===== src/rtl/boot_loader.sv =====
// boot_loader: receives a boot image over a UART byte stream and writes it
// into the 16x32 boot RAM, then hands the RAM port over to the core.
//
// Frame: magic byte 0xB0, word count N (1..16), then 4*N payload bytes
// (little-endian words). When BOOT_LOADER_CSUM_EN is defined, a final
// byte carrying the XOR of all payload bytes must follow, otherwise the
// load fails.
//
// After a successful load the block is a combinational pass-through from
// the core port to the RAM port and raises fetch_en/done. A failed load
// parks in an error state with err set. Both end states hold until reset.

module boot_loader (
    input  logic        clk_i,
    input  logic        rst_ni,

    input  logic        rx_valid_i,
    input  logic [7:0]  rx_data_i,
    output logic        rx_ready_o,

    input  logic        core_req_i,
    input  logic        core_we_i,
    input  logic [3:0]  core_addr_i,
    input  logic [31:0] core_wdata_i,
    output logic        core_gnt_o,

    output logic        mem_req_o,
    output logic        mem_we_o,
    output logic [3:0]  mem_addr_o,
    output logic [31:0] mem_wdata_o,

    output logic        fetch_en_o,
    output logic        done_o,
    output logic        err_o
);

    localparam logic [2:0] S_MAGIC = 3'd0;
    localparam logic [2:0] S_COUNT = 3'd1;
    localparam logic [2:0] S_DATA  = 3'd2;
    localparam logic [2:0] S_WRITE = 3'd3;
    localparam logic [2:0] S_DONE  = 3'd4;
    localparam logic [2:0] S_ERR   = 3'd5;
`ifdef BOOT_LOADER_CSUM_EN
    localparam logic [2:0] S_CSUM  = 3'd6;
`endif

    localparam logic [7:0] MAGIC_BYTE = 8'hB0;
    localparam logic [7:0] MAX_WORDS  = 8'd16;

    logic [2:0]  state_q;
    logic [2:0]  state_d;
    logic [3:0]  word_idx_q;
    logic [1:0]  byte_cnt_q;
    logic [31:0] word_q;
    logic [4:0]  n_words_q;
    logic        done_q;
    logic        err_q;
`ifdef BOOT_LOADER_CSUM_EN
    logic [7:0]  csum_q;
`endif

    logic        ready;
    logic        accept;
    logic        count_ok;
    logic        last_word;

    // Which states are willing to take a byte from the UART.
    always_comb begin
        ready = 1'b0;
        case (state_q)
            S_MAGIC, S_COUNT, S_DATA: ready = 1'b1;
`ifdef BOOT_LOADER_CSUM_EN
            S_CSUM:                   ready = 1'b1;
`endif
            default:                  ready = 1'b0;
        endcase
    end

    // While reset is held every output must read 0, including ready in S_MAGIC.
    assign rx_ready_o = ready & rst_ni;
    assign accept     = rx_valid_i & ready;
    assign count_ok   = (rx_data_i != 8'd0) && (rx_data_i <= MAX_WORDS);
    // n_words_q is 1..16, so the index (never wrapping) stops at n_words_q-1.
    assign last_word  = ({1'b0, word_idx_q} == (n_words_q - 5'd1));

    // Next-state decision for the frame parser.
    always_comb begin
        state_d = state_q;
        case (state_q)
            S_MAGIC: begin
                if (accept && (rx_data_i == MAGIC_BYTE)) begin
                    state_d = S_COUNT;
                end
            end
            S_COUNT: begin
                if (accept) begin
                    state_d = count_ok ? S_DATA : S_ERR;
                end
            end
            S_DATA: begin
                if (accept && (byte_cnt_q == 2'd3)) begin
                    state_d = S_WRITE;
                end
            end
            S_WRITE: begin
                if (last_word) begin
`ifdef BOOT_LOADER_CSUM_EN
                    state_d = S_CSUM;
`else
                    state_d = S_DONE;
`endif
                end else begin
                    state_d = S_DATA;
                end
            end
`ifdef BOOT_LOADER_CSUM_EN
            S_CSUM: begin
                if (accept) begin
                    state_d = (rx_data_i == csum_q) ? S_DONE : S_ERR;
                end
            end
`endif
            S_DONE:  state_d = S_DONE;
            S_ERR:   state_d = S_ERR;
            default: state_d = S_ERR;
        endcase
    end

    // State register plus the registered status flags, which rise together
    // with the state they report.
    always_ff @(posedge clk_i or negedge rst_ni) begin
        if (!rst_ni) begin
            state_q <= S_MAGIC;
            done_q  <= 1'b0;
            err_q   <= 1'b0;
        end else begin
            state_q <= state_d;
            done_q  <= (state_d == S_DONE);
            err_q   <= (state_d == S_ERR);
        end
    end

    // Word assembly: count capture, little-endian byte packing and index advance.
    always_ff @(posedge clk_i or negedge rst_ni) begin
        if (!rst_ni) begin
            word_idx_q <= 4'd0;
            byte_cnt_q <= 2'd0;
            word_q     <= 32'd0;
            n_words_q  <= 5'd0;
        end else begin
            case (state_q)
                S_COUNT: begin
                    if (accept && count_ok) begin
                        n_words_q  <= rx_data_i[4:0];
                        word_idx_q <= 4'd0;
                        byte_cnt_q <= 2'd0;
                    end
                end
                S_DATA: begin
                    if (accept) begin
                        word_q[{byte_cnt_q, 3'b000} +: 8] <= rx_data_i;
                        byte_cnt_q <= byte_cnt_q + 2'd1;
                    end
                end
                S_WRITE: begin
                    if (!last_word) begin
                        word_idx_q <= word_idx_q + 4'd1;
                        byte_cnt_q <= 2'd0;
                    end
                end
                default: begin
                end
            endcase
        end
    end

`ifdef BOOT_LOADER_CSUM_EN
    // Running XOR over every accepted payload byte.
    always_ff @(posedge clk_i or negedge rst_ni) begin
        if (!rst_ni) begin
            csum_q <= 8'd0;
        end else if ((state_q == S_DATA) && accept) begin
            csum_q <= csum_q ^ rx_data_i;
        end
    end
`endif

    // RAM port steering: loader writes in S_WRITE, core pass-through in S_DONE.
    always_comb begin
        mem_req_o   = 1'b0;
        mem_we_o    = 1'b0;
        mem_addr_o  = 4'd0;
        mem_wdata_o = 32'd0;
        core_gnt_o  = 1'b0;
        case (state_q)
            S_WRITE: begin
                mem_req_o   = 1'b1;
                mem_we_o    = 1'b1;
                mem_addr_o  = word_idx_q;
                mem_wdata_o = word_q;
            end
            S_DONE: begin
                mem_req_o   = core_req_i;
                mem_we_o    = core_we_i;
                mem_addr_o  = core_addr_i;
                mem_wdata_o = core_wdata_i;
                core_gnt_o  = core_req_i;
            end
            default: begin
            end
        endcase
    end

    assign fetch_en_o = done_q;
    assign done_o     = done_q;
    assign err_o      = err_q;

endmodule


===== config.mk =====
export PLATFORM = sky130hd
export DESIGN_NAME = boot_loader
export DESIGN_NICKNAME = d
export VERILOG_FILES = /design/src/rtl/boot_loader.sv
export SDC_FILE = /design/constraint.sdc
export NUM_CORES = 1
export LEC_CHECK = 0
export BUFFER_PORTS_ARGS = -buffer_cell sky130_fd_sc_hd__buf_2
export CORE_MARGIN = 3
export CORE_UTILIZATION = 45
export CTS_BUF_LIST = sky130_fd_sc_hd__clkbuf_16
export DETAILED_ROUTE_END_ITERATION = 10
export GPL_TIMING_DRIVEN = 1
export PLACE_DENSITY = 0.76
export SETUP_SLACK_MARGIN = 0.2
export SLEW_MARGIN = 0
export SYNTH_ARGS = -nofsm -noshare
export SYNTH_HDL_FRONTEND = slang
export SYNTH_SLANG_ARGS = --single-unit

===== constraint.sdc =====
create_clock -name clk_i -period 1.8 [get_ports clk_i]
set_input_delay 0.27 -clock clk_i [delete_from_list [all_inputs] [get_ports clk_i]]
set_output_delay 0.27 -clock clk_i [all_outputs]
set_load 0.005 [all_outputs]

==> results of run 1 <==
report_power, final:
part / leakage (nW) / internal (mW) / switching [mW]
clock: 0.0789 / 0.646 / 0.406
combinational: 1.34 / 0.0568 / 0.0747
sequential: 0.634 / 1.08 / 0
total: 2.05 / 1.78 / 0.481
through the flow:
step	power [mW]	setup slack, ns	hold WS [ns]
2_1_floorplan	1.11	0.204	-0.0256
3_3_place_gp	1.22	0.0264	0.438
3_5_place_dp	1.23	-0.0545	0.442
4_1_cts	2.25	0.0143	0.134
5_1_grt	2.32	-0.150	0.160
6_report	2.26	-0.111	0.104
worst paths after layout:
| path | start | end | depth (start not counted) |
|---|---|---|---|
| min in group clk_i | rx_data_i[7] | word_q[7] | 3 |
| worst min register to register | word_q[28] | word_q[28] | 2 |
| worst min-delay path | rst_ni | word_q[31] | 2 |
| worst max-delay path | state_q[0] | mem_wdata_o[4] | 5 |
| worst max register to register | n_words_q[1] | word_idx_q[0] | 8 |
| max in group asynchronous | rst_ni | n_words_q[2] | 2 |
kinds of logic after synthesis:
logic type	after synthesis	synth area share, %
AOI/OAI and AO/OA	83	21.8
xor gates and xnor gates	5	1.63
adders and majority gates	7	3.26
buffers and inverters	23	4.14
DFF	48	44.7
muxes	9	4.19
and+or+nand+nor	113	20.3
worst register-to-register path, cell delays in order, from the launching register on:
cell and delay [ns]:
dfrtp_1 0.40, inv_2 0.08, ha_4 0.16, nand2_4 0.05, nor4b_4 0.30, o311a_4 0.29, nor3_4 0.05, buf_6 0.12
mux2i_1 0.11
Yosys cell counts, drive strengths merged:
cell type  number
a31o            1
nand2b          3
xor2            2
and2            1
o211ai          3
and2b           1
nand2          78
a31oi           1
inv             5
nor2            6
a211o           1
buf            11
nor4b           2
a21oi           1
o21ai          34
and3b           2
nand3b          1
nor4            2
o31ai           2
nand4b          2
nor3b           6
a21o            2
nand4           1
nand3           1
dfrtp          48
a22o           36
clkbuf          7
and4b           1
mux2i           3
nor3            5
mux2            6
ha              7
o311a           1
a21boi          1
or2             1
xnor2           3
registers in the layout, indices dropped and copies added, names as in the netlist:
signal / flops
byte_cnt_q: 2
done_o: 1
err_o: 1
n_words_q: 5
state_q: 3
word_idx_q: 4
word_q: 32
routing by layer:
layer  share of wire (%)  routed length [µm]
met1                  38                3630
met2                  53                5070
met3                 6.9                 668
met4                 2.8                 265
met5                   0                   0
cell type report:
type	instances	area, µm²	share of cell area (%)
Tap cell	72	90.1	2.19
Clock buffer	5	125	3.04
Timing Repair Buffer	142	990	24.1
Multi-Input combinational cell	218	1640	39.9
Sequential cell	48	1210	29.4
Clock inverter	3	37.5	0.913
Inverter	5	22.5	0.548
what timing repair did:
item                                    4_1_cts  5_1_grt
endpoints found under the setup margin       82       82
cloned                                        1        4
buffers inserted                              9       11
pin swaps                                    10       15
gates resized for setup                      28       39
==> reports/results.tsv, run 1 <==
stage	metric	value	unit
status	run status	complete, but fails checks	
status	failing checks	setup timing	
critical_path	CP Cell Sequence	nor3b_4 > buf_6 > buf_12 > a22o_1 > buf_2	
final_layout	ant diodes	0	
placement	GPL Wtd Cong	0.872	
final_layout	Core Util, Final	72.9	%
floorplan	chip width	83.3	µm
route	drt total wl	9630	µm
route	Via Count	2882	
synthesis	Yosys warnings	0	
final_layout	Syn-to-layout area delta	53.0	%
critical_path	R2R setup slack	0.11	ns
floorplan	Starting Density	47.6	%
synthesis	mapped cell area	0.00269	mm²
critical_path	CP peak stage delay	0.44	ns
timing	RSZ-0062 raised after global routing	true	
critical_path	Worst path top cell family by delay	flip-flops	
final_layout	Nets	476	
grt	vias in the first global route	2788	
critical_path	Worst Path Arrival	1.64	ns
synthesis	Yosys top cell area share	44.7	%
timing	Setup-failing EPs final	38	
grt	initial antenna violation count	0	
grt	global router's overall resource usage	23.9	%
cts	hold buffers post-CTS	0	
cts	clock buffer depth	2	
route	DR vias/cell	5.85	
timing	sum of negative setup slack	-1.75	ns
final_layout	commonest non-fill, non-tap cell in the layout	buf_2	
critical_path	critical path fanouts, max	9	
timing	Hold Vio Cnt, Final	0	
timing	worst slew pin tran	0.613	ns
power	power density over cell area	550	mW/mm²
placement	Placed Cells	460	
power	Leak	2.05	nW
placement	Port Buf Inserts	91	
critical_path	CP Buf/Inv Count	3	
cts	clock slew at reported path FFs	0.07	ns
floorplan	Die ar.	0.00694	mm²
job	MaxCap Viol Count	0	
timing	Tcrit/Tclk final	106	%
synthesis	top cells by area, synth	dfrtp_1 45%, a22o_1 12%, nand2_1 11%	
synthesis	#FFs+latches synth	48	
cts	clock sinks	48	
synthesis	Synth cell types	42	
critical_path	Critical Path End Type	output pin	
placement	dpl hpwl	5560	µm
synthesis	post-synth net total	344	
cts	worst skew pair latency	0.30	ns
cts	clk root buf	clkbuf_16	
cts	H-tree depth	2	
final_layout	layout cells sized above 1	47.3	%
cts	CTS tree	built	
grt	grt peak-use layer	met2	
timing	Final min period	1.91	ns
synthesis	cells after synthesis	288	
placement	placed inst area	0.00344	mm²
route	drt wl/cell	19.5	µm
critical_path	Critical Path RT	1.53	ns
grt	met3 GRT Util	5.85	%
floorplan	die height	83.3	µm
synthesis	sequential-to-total area share from yosys stat	44.7	%
synthesis	area leader, netlist	dfrtp_1	
final_layout	fillers	362	
cts	Inserted Clock Buffers	5	
grt	met1 Track Usage GR	28.8	%
route	DR iter-0 viols	281	
timing	max-slew violation count	0	
route	number of remaining DRC errors	0	
final_layout	most frequent cells in the layout	89 x buf_2, 69 x nand2_1, 43 x dfrtp_1	
floorplan	core box area	0.00564	mm²
final_layout	Finished Cell Area	0.00411	mm²
timing	fmax	523	MHz
critical_path	Critical Path Start Type	flip-flop	
grt	global-route wire length before repair	13500	µm
timing	Clock Skews	0.00690	ns
floorplan	FP Rows	27	
grt	met2 GRT Util	41.9	%
grt	remaining global-route overflow	0	
hold_path	Tightest Hold Check Type	in2async	
power	Worst VDD drop	0.519	mV
route	antenna-violating nets left	0	
grt	pin count of the biggest net entering global routing	49	
critical_path	CP max-delay cell	dfrtp_2	
synthesis	Avg Cell Area, Syn	9.33	µm²
final_layout	final cell count without fillers	493	
timing	final worst slack	-0.111	ns
route	Initial DRT Pass Iterations	5	
timing	Max-Slew Margin vs Limit	59.1	%
floorplan	# IOs	92	
critical_path	kind of critical path	reg2out	
(Power assumes the default switching activity.)
==> run 2: changes to the inputs <==
Settings changed: REMOVE_ABC_BUFFERS from default to 1, SKIP_LAST_GASP from default to 1.
Clock period 1.8 ns to 1.7 ns, I/O delays scaled along.
==> run 2 against run 1 <==
Compared with the run above: the flow still finishes with violations (setup timing); cell area shrank 1.6%; total power shrank 0.73%; die area is the same; clock skew shrank 0.0045 ns; sequential share of layout area grew 0.49 points; sequential power grew 6%; critical endpoint is now mem_wdata_o[27]; largest cell class unchanged.
==> reports/results.tsv, run 2 (synthesis results as in run 1) <==
stage	metric	value	unit
grt	remaining global-route overflow	0	
final_layout	layout cells sized above 1	49.3	%
route	met2 wire len	4390	µm
critical_path	R2R setup slack	-0.07	ns
timing	worst slew pin tran	0.616	ns
power	Worst VDD drop	0.590	mV
power	power density over cell area	555	mW/mm²
timing	sum of negative setup slack	-4.22	ns
timing	fmax	542	MHz
critical_path	kind of critical path	reg2out	
job	MaxCap Viol Count	0	
critical_path	worst r2r src	state_q[2]	
final_layout	commonest non-fill, non-tap cell in the layout	buf_2	
timing	Hold Vio Cnt, Final	0	
final_layout	Nets	477	
grt	vias in the first global route	2837	
final_layout	ant diodes	0	
timing	final worst slack	-0.146	ns
floorplan	chip width	83.3	µm
timing	Setup-failing EPs final	48	
timing	Clock Skews	0.00236	ns
cts	clock slew at reported path FFs	0.06	ns
cts	CTS tree	built	
final_layout	max reg flops	32	
route	WL met3	735	µm
placement	GPL Wtd Cong	0.832	
route	DR top layer	met4	
cts	Inserted Clock Buffers	5	
timing	Max-Slew Margin vs Limit	58.9	%
final_layout	Finished Cell Area	0.00405	mm²
timing	Tcrit/Tclk final	109	%
route	routed length on met1	3600	µm
critical_path	critical path fanouts, max	8	
floorplan	core box area	0.00564	mm²
floorplan	Die ar.	0.00694	mm²
final_layout	Syn-to-layout area delta	50.5	%
placement	placed inst area	0.00343	mm²
floorplan	die height	83.3	µm
grt	global-route wire length before repair	14400	µm
cts	worst skew pair latency	0.29	ns
final_layout	most frequent cells in the layout	89 x buf_2, 63 x nand2_1, 43 x dfrtp_1	
placement	Port Buf Inserts	91	
route	Via Count	2852	
route	drt total wl	9120	µm
critical_path	worst r2r path cells	6	
cts	clock buffer depth	2	
cts	H-tree depth	2	
floorplan	Starting Density	47.6	%
timing	Final min period	1.85	ns
timing	max-slew violation count	0	
route	drt wl/cell	18.5	µm
final_layout	Top reg by flops	word_q	
status	failing checks	setup timing	
critical_path	Critical Path End Type	output pin	
final_layout	fillers	374	
status	run status	complete, but fails checks	
cts	clk root buf	clkbuf_16	
route	DR vias/cell	5.77	
floorplan	FP Rows	27	
final_layout	Core Util, Final	71.7	%
floorplan	# IOs	92	
power	Leak	1.98	nW
critical_path	R2R Path End	err_o	
route	antenna-violating nets left	0	
hold_path	Tightest Hold Check Type	in2async	
critical_path	Worst Path Arrival	1.59	ns
grt	initial antenna violation count	0	
critical_path	Critical Path Start Type	flip-flop	
placement	dpl hpwl	5390	µm
timing	RSZ-0062 raised after global routing	true	
grt	global router's overall resource usage	25.8	%
route	Initial DRT Pass Iterations	5	
final_layout	Top Registers	word_q (32), n_words_q (5), word_idx_q (4)	
placement	dpl ws	-0.178	ns
cts	clock sinks	48	
timing	Hold Worst Slack	0.0833	ns
grt	pin count of the biggest net entering global routing	49	
critical_path	Critical Path RT	1.44	ns
route	DR iter-0 viols	203	
cts	hold buffers post-CTS	0	
route	number of remaining DRC errors	0	
[run 2: changes by cell type in the layout (fill, tap and decap cells not counted), sizes merged]
cell / before / now
buf: 139 / 142
bufinv: 1 / 0
clkbuf: 8 / 6
clkinvlp: 1 / 0
inv: 4 / 6
[run 2: metrics by stage]
step,cells,total power [mW]
6_report,494,2.25
5_1_grt,494,2.32
4_1_cts,488,2.24
3_5_place_dp,467,1.29
3_3_place_gp,467,1.29
2_1_floorplan,270,1.17
[run 2: what timing repair did]
item	4_1_cts	5_1_grt
cloned	2	2
endpoints found under the setup margin	82	88
setup buffers	11	4
resized for setup	52	46
pin swaps	15	11
[run 2: per-layer routing]
metal	GRT usage [%]	vias to the layer above
met5	0	-
met2	42.1	166
met3	7.44	42
met4	11.0	0
met1	31.7	1348
li1	-	1296
[run 2: how the worst max path moves through the flow]
stage                       startpoint               to  slack, ns  cells past startpoint
after floorplan             state_q[0]        mem_req_o      -1.64                      3
after detailed placement  rx_data_i[2]            err_o      -0.18                      6
after CTS                   state_q[0]   mem_wdata_o[2]      -0.12                      5
after global routing        state_q[0]  mem_wdata_o[27]      -0.23                      5
after global placement    rx_data_i[2]            err_o       -0.1                      6
final                       state_q[0]  mem_wdata_o[27]      -0.15                      5
[run 2: worst max-delay path, stage by stage (launching register included)]
cell and delay (ns):
dfrtp_2 0.48, nor3b_4 0.28, buf_12 0.17, buf_8 0.11
a22o_1 0.14, buf_2 0.11
[run 2: area by class of cell]
cell class | instances | area [µm²] | share of cell area (%)
clock buffers | 5 | 125 | 3.09
clock inverters | 3 | 17.5 | 0.433
flip-flops and latches | 48 | 1210 | 29.8
inverters | 5 | 18.8 | 0.464
repair buffers | 143 | 970 | 24.0
multi-input cells | 218 | 1620 | 40.0
well taps | 72 | 90.1 | 2.23
[run 2: power by group]
group	internal, mW	leakage [nW]	total [mW]	switching (mW)
Sequential	1.14	0.635	1.14	0
Clock	0.543	0.0716	0.968	0.425
Combinational	0.0596	1.28	0.136	0.0764
==> run 3: changes to the inputs <==
Settings changed: BUFFER_PORTS_ARGS -buffer_cell sky130_fd_sc_hd__buf_2 to default, CORE_UTILIZATION 45 to 47, DONT_BUFFER_PORTS from default to 1, PLACE_DENSITY 0.76 to default.
==> run 3 against run 2 <==
Compared with the run above: the run still ends with setup timing left; global-route usage fell by 1.2 points; non-clock buffer count decreased by 91; fmax increased by 5.4%; total power fell by 5.7%; sequential share of layout area rose by 0.92 points; clock power decreased by 3.8%; cell area fell by 3.0%; hold slack improved by 0.0037 ns.
==> reports/results.tsv, run 3 (synthesis results as in run 1) <==
stage	metric	value	unit
final_layout	commonest non-fill, non-tap cell in the layout	dfrtp_1	
hold_path	launch point of the worst hold path	rx_data_i[6]	
grt	pin count of the biggest net entering global routing	49	
hold_path	Tightest Hold Check Type	in2reg	
timing	final worst slack	-0.0514	ns
route	number of remaining DRC errors	0	
grt	initial antenna violation count	0	
final_layout	ant diodes	0	
route	DR iter-0 viols	152	
route	drt total wl	8280	µm
critical_path	CP Buf/Inv Count	2	
critical_path	CP peak stage delay	0.42	ns
final_layout	Syn-to-layout area delta	46.0	%
placement	dpl hpwl	4450	µm
placement	placed inst area	0.00287	mm²
final_layout	layout cells sized above 1	45.8	%
status	run status	complete, but fails checks	
critical_path	critical path fanouts, max	6	
hold_path	hold path cells	2	
critical_path	CP max-delay cell	dfrtp_2	
final_layout	Top Registers	word_q (32), n_words_q (5), word_idx_q (4)	
critical_path	worst r2r src	n_words_q[0]	
floorplan	Die ar.	0.00666	mm²
critical_path	Worst Path Arrival	1.50	ns
cts	Inserted Clock Buffers	5	
grt	vias in the first global route	2361	
power	Leak	1.65	nW
final_layout	max reg flops	32	
timing	Setup-failing EPs final	18	
critical_path	worst r2r path cells	7	
status	failing checks	setup timing	
grt	global-route wire length before repair	12300	µm
route	DR vias/cell	5.98	
cts	CTS tree	built	
timing	Final min period	1.75	ns
cts	clock slew at reported path FFs	0.06	ns
cts	H-tree depth	2	
cts	clock sinks	48	
power	Worst VDD drop	0.406	mV
placement	GPL Wtd Cong	0.754	
critical_path	kind of critical path	reg2out	
timing	Hold Vio Cnt, Final	0	
critical_path	critical path depth	5	
floorplan	Starting Density	50.7	%
cts	clk root buf	clkbuf_16	
placement	dpl ws	-0.0680	ns
route	antenna-violating nets left	0	
critical_path	Critical Path End Type	output pin	
job	MaxCap Viol Count	0	
floorplan	core box area	0.00530	mm²
critical_path	crit path launch	state_q[2]	
final_layout	Core Util, Final	74.0	%
critical_path	CP Cell Sequence	nor3b_4 > buf_6 > buf_12 > and2_4 > or2_4	
final_layout	most frequent cells in the layout	43 x dfrtp_1, 42 x nand2_1, 36 x a22o_1	
timing	fmax	571	MHz
final_layout	Finished Cell Area	0.00392	mm²
critical_path	Critical Path Start Type	flip-flop	
power	power density over cell area	540	mW/mm²
placement	Port Buf Inserts	0	
floorplan	# IOs	92	
cts	worst skew pair latency	0.29	ns
grt	remaining global-route overflow	0	
timing	Hold Worst Slack	0.0870	ns
grt	global router's overall resource usage	24.5	%
cts	clock buffer depth	2	
timing	max-slew violation count	0	
timing	Clock Skews	0.00260	ns
route	Via Count	2403	
floorplan	FP Rows	26	
timing	Tcrit/Tclk final	103	%
route	Initial DRT Pass Iterations	4	
timing	worst slew pin tran	0.384	ns
floorplan	die height	81.6	µm
floorplan	chip width	81.6	µm
timing	Max-Slew Margin vs Limit	74.4	%
final_layout	Nets	388	
timing	RSZ-0062 raised after global routing	true	
critical_path	Critical Path RT	1.44	ns
timing	sum of negative setup slack	-0.501	ns
route	drt wl/cell	20.6	µm
critical_path	Worst path top cell family by delay	simple AND/OR/NAND/NOR gates	
final_layout	fillers	380	
final_layout	Top reg by flops	word_q	
run 3: per-layer routing:
metal / share of wire [%] / vias to the layer above / track usage, %
met2: 50 / 87 / 39.9
met4: 0.98 / 0 / 7.48
met5: 0 / - / 0
met1: 43 / 1187 / 33.4
li1: - / 1121 / -
met3: 6.8 / 8 / 4.50
run 3: what timing repair did:
item / CTS / global route
cloned: 6 / 1
endpoints found under the setup margin: 82 / 88
hold endpoints to repair: 48 / 0
pin swaps: 47 / 47
hold buffers: 2 / 0
resized for setup: 79 / 94
setup buffers: 19 / 7
run 3: through the flow:
stage	power [mW]	instances
after floorplan	1.17	270
after global placement	1.17	360
after detailed placement	1.17	360
after CTS	2.13	394
after global routing	2.18	402
final	2.12	402
run 3: power breakdown:
part	internal, mW	leakage [nW]	total, mW	switching, mW
Combinational	0.0152	0.947	0.0447	0.0295
Sequential	1.14	0.634	1.14	0
Clock	0.527	0.0648	0.931	0.405
Total	1.68	1.65	2.12	0.434
run 3: cell type report:
| class | instances | area (µm²) | area share [%] |
|---|---|---|---|
| Clock buffer | 5 | 125 | 3.19 |
| Clock inverter | 2 | 7.51 | 0.191 |
| Inverter | 5 | 18.8 | 0.478 |
| Multi-Input combinational cell | 220 | 1850 | 47.1 |
| Sequential cell | 48 | 1210 | 30.8 |
| Tap cell | 70 | 87.6 | 2.23 |
| Timing Repair Buffer | 52 | 628 | 16.0 |
run 3: worst reg2reg max path, delay by kind of cell, from the launching register on:
family / cells / cell delay (ns)
buffers and inverters: 1 / 0.05
DFF: 1 / 0.36
and+or+nand+nor: 1 / 0.14
adders and majority gates: 1 / 0.17
AOI/OAI and AO/OA: 4 / 0.86
run 3: path summary, 6_finish.rpt:
kind                                  to  slack (ns)
setup reg to reg           byte_cnt_q[0]        0.02
min in group asynchronous  word_idx_q[1]        0.50
setup / recovery               mem_req_o       -0.05
hold / removal                word_q[14]        0.09
max in group asynchronous  byte_cnt_q[0]        0.96
hold reg to reg                word_q[1]        0.49
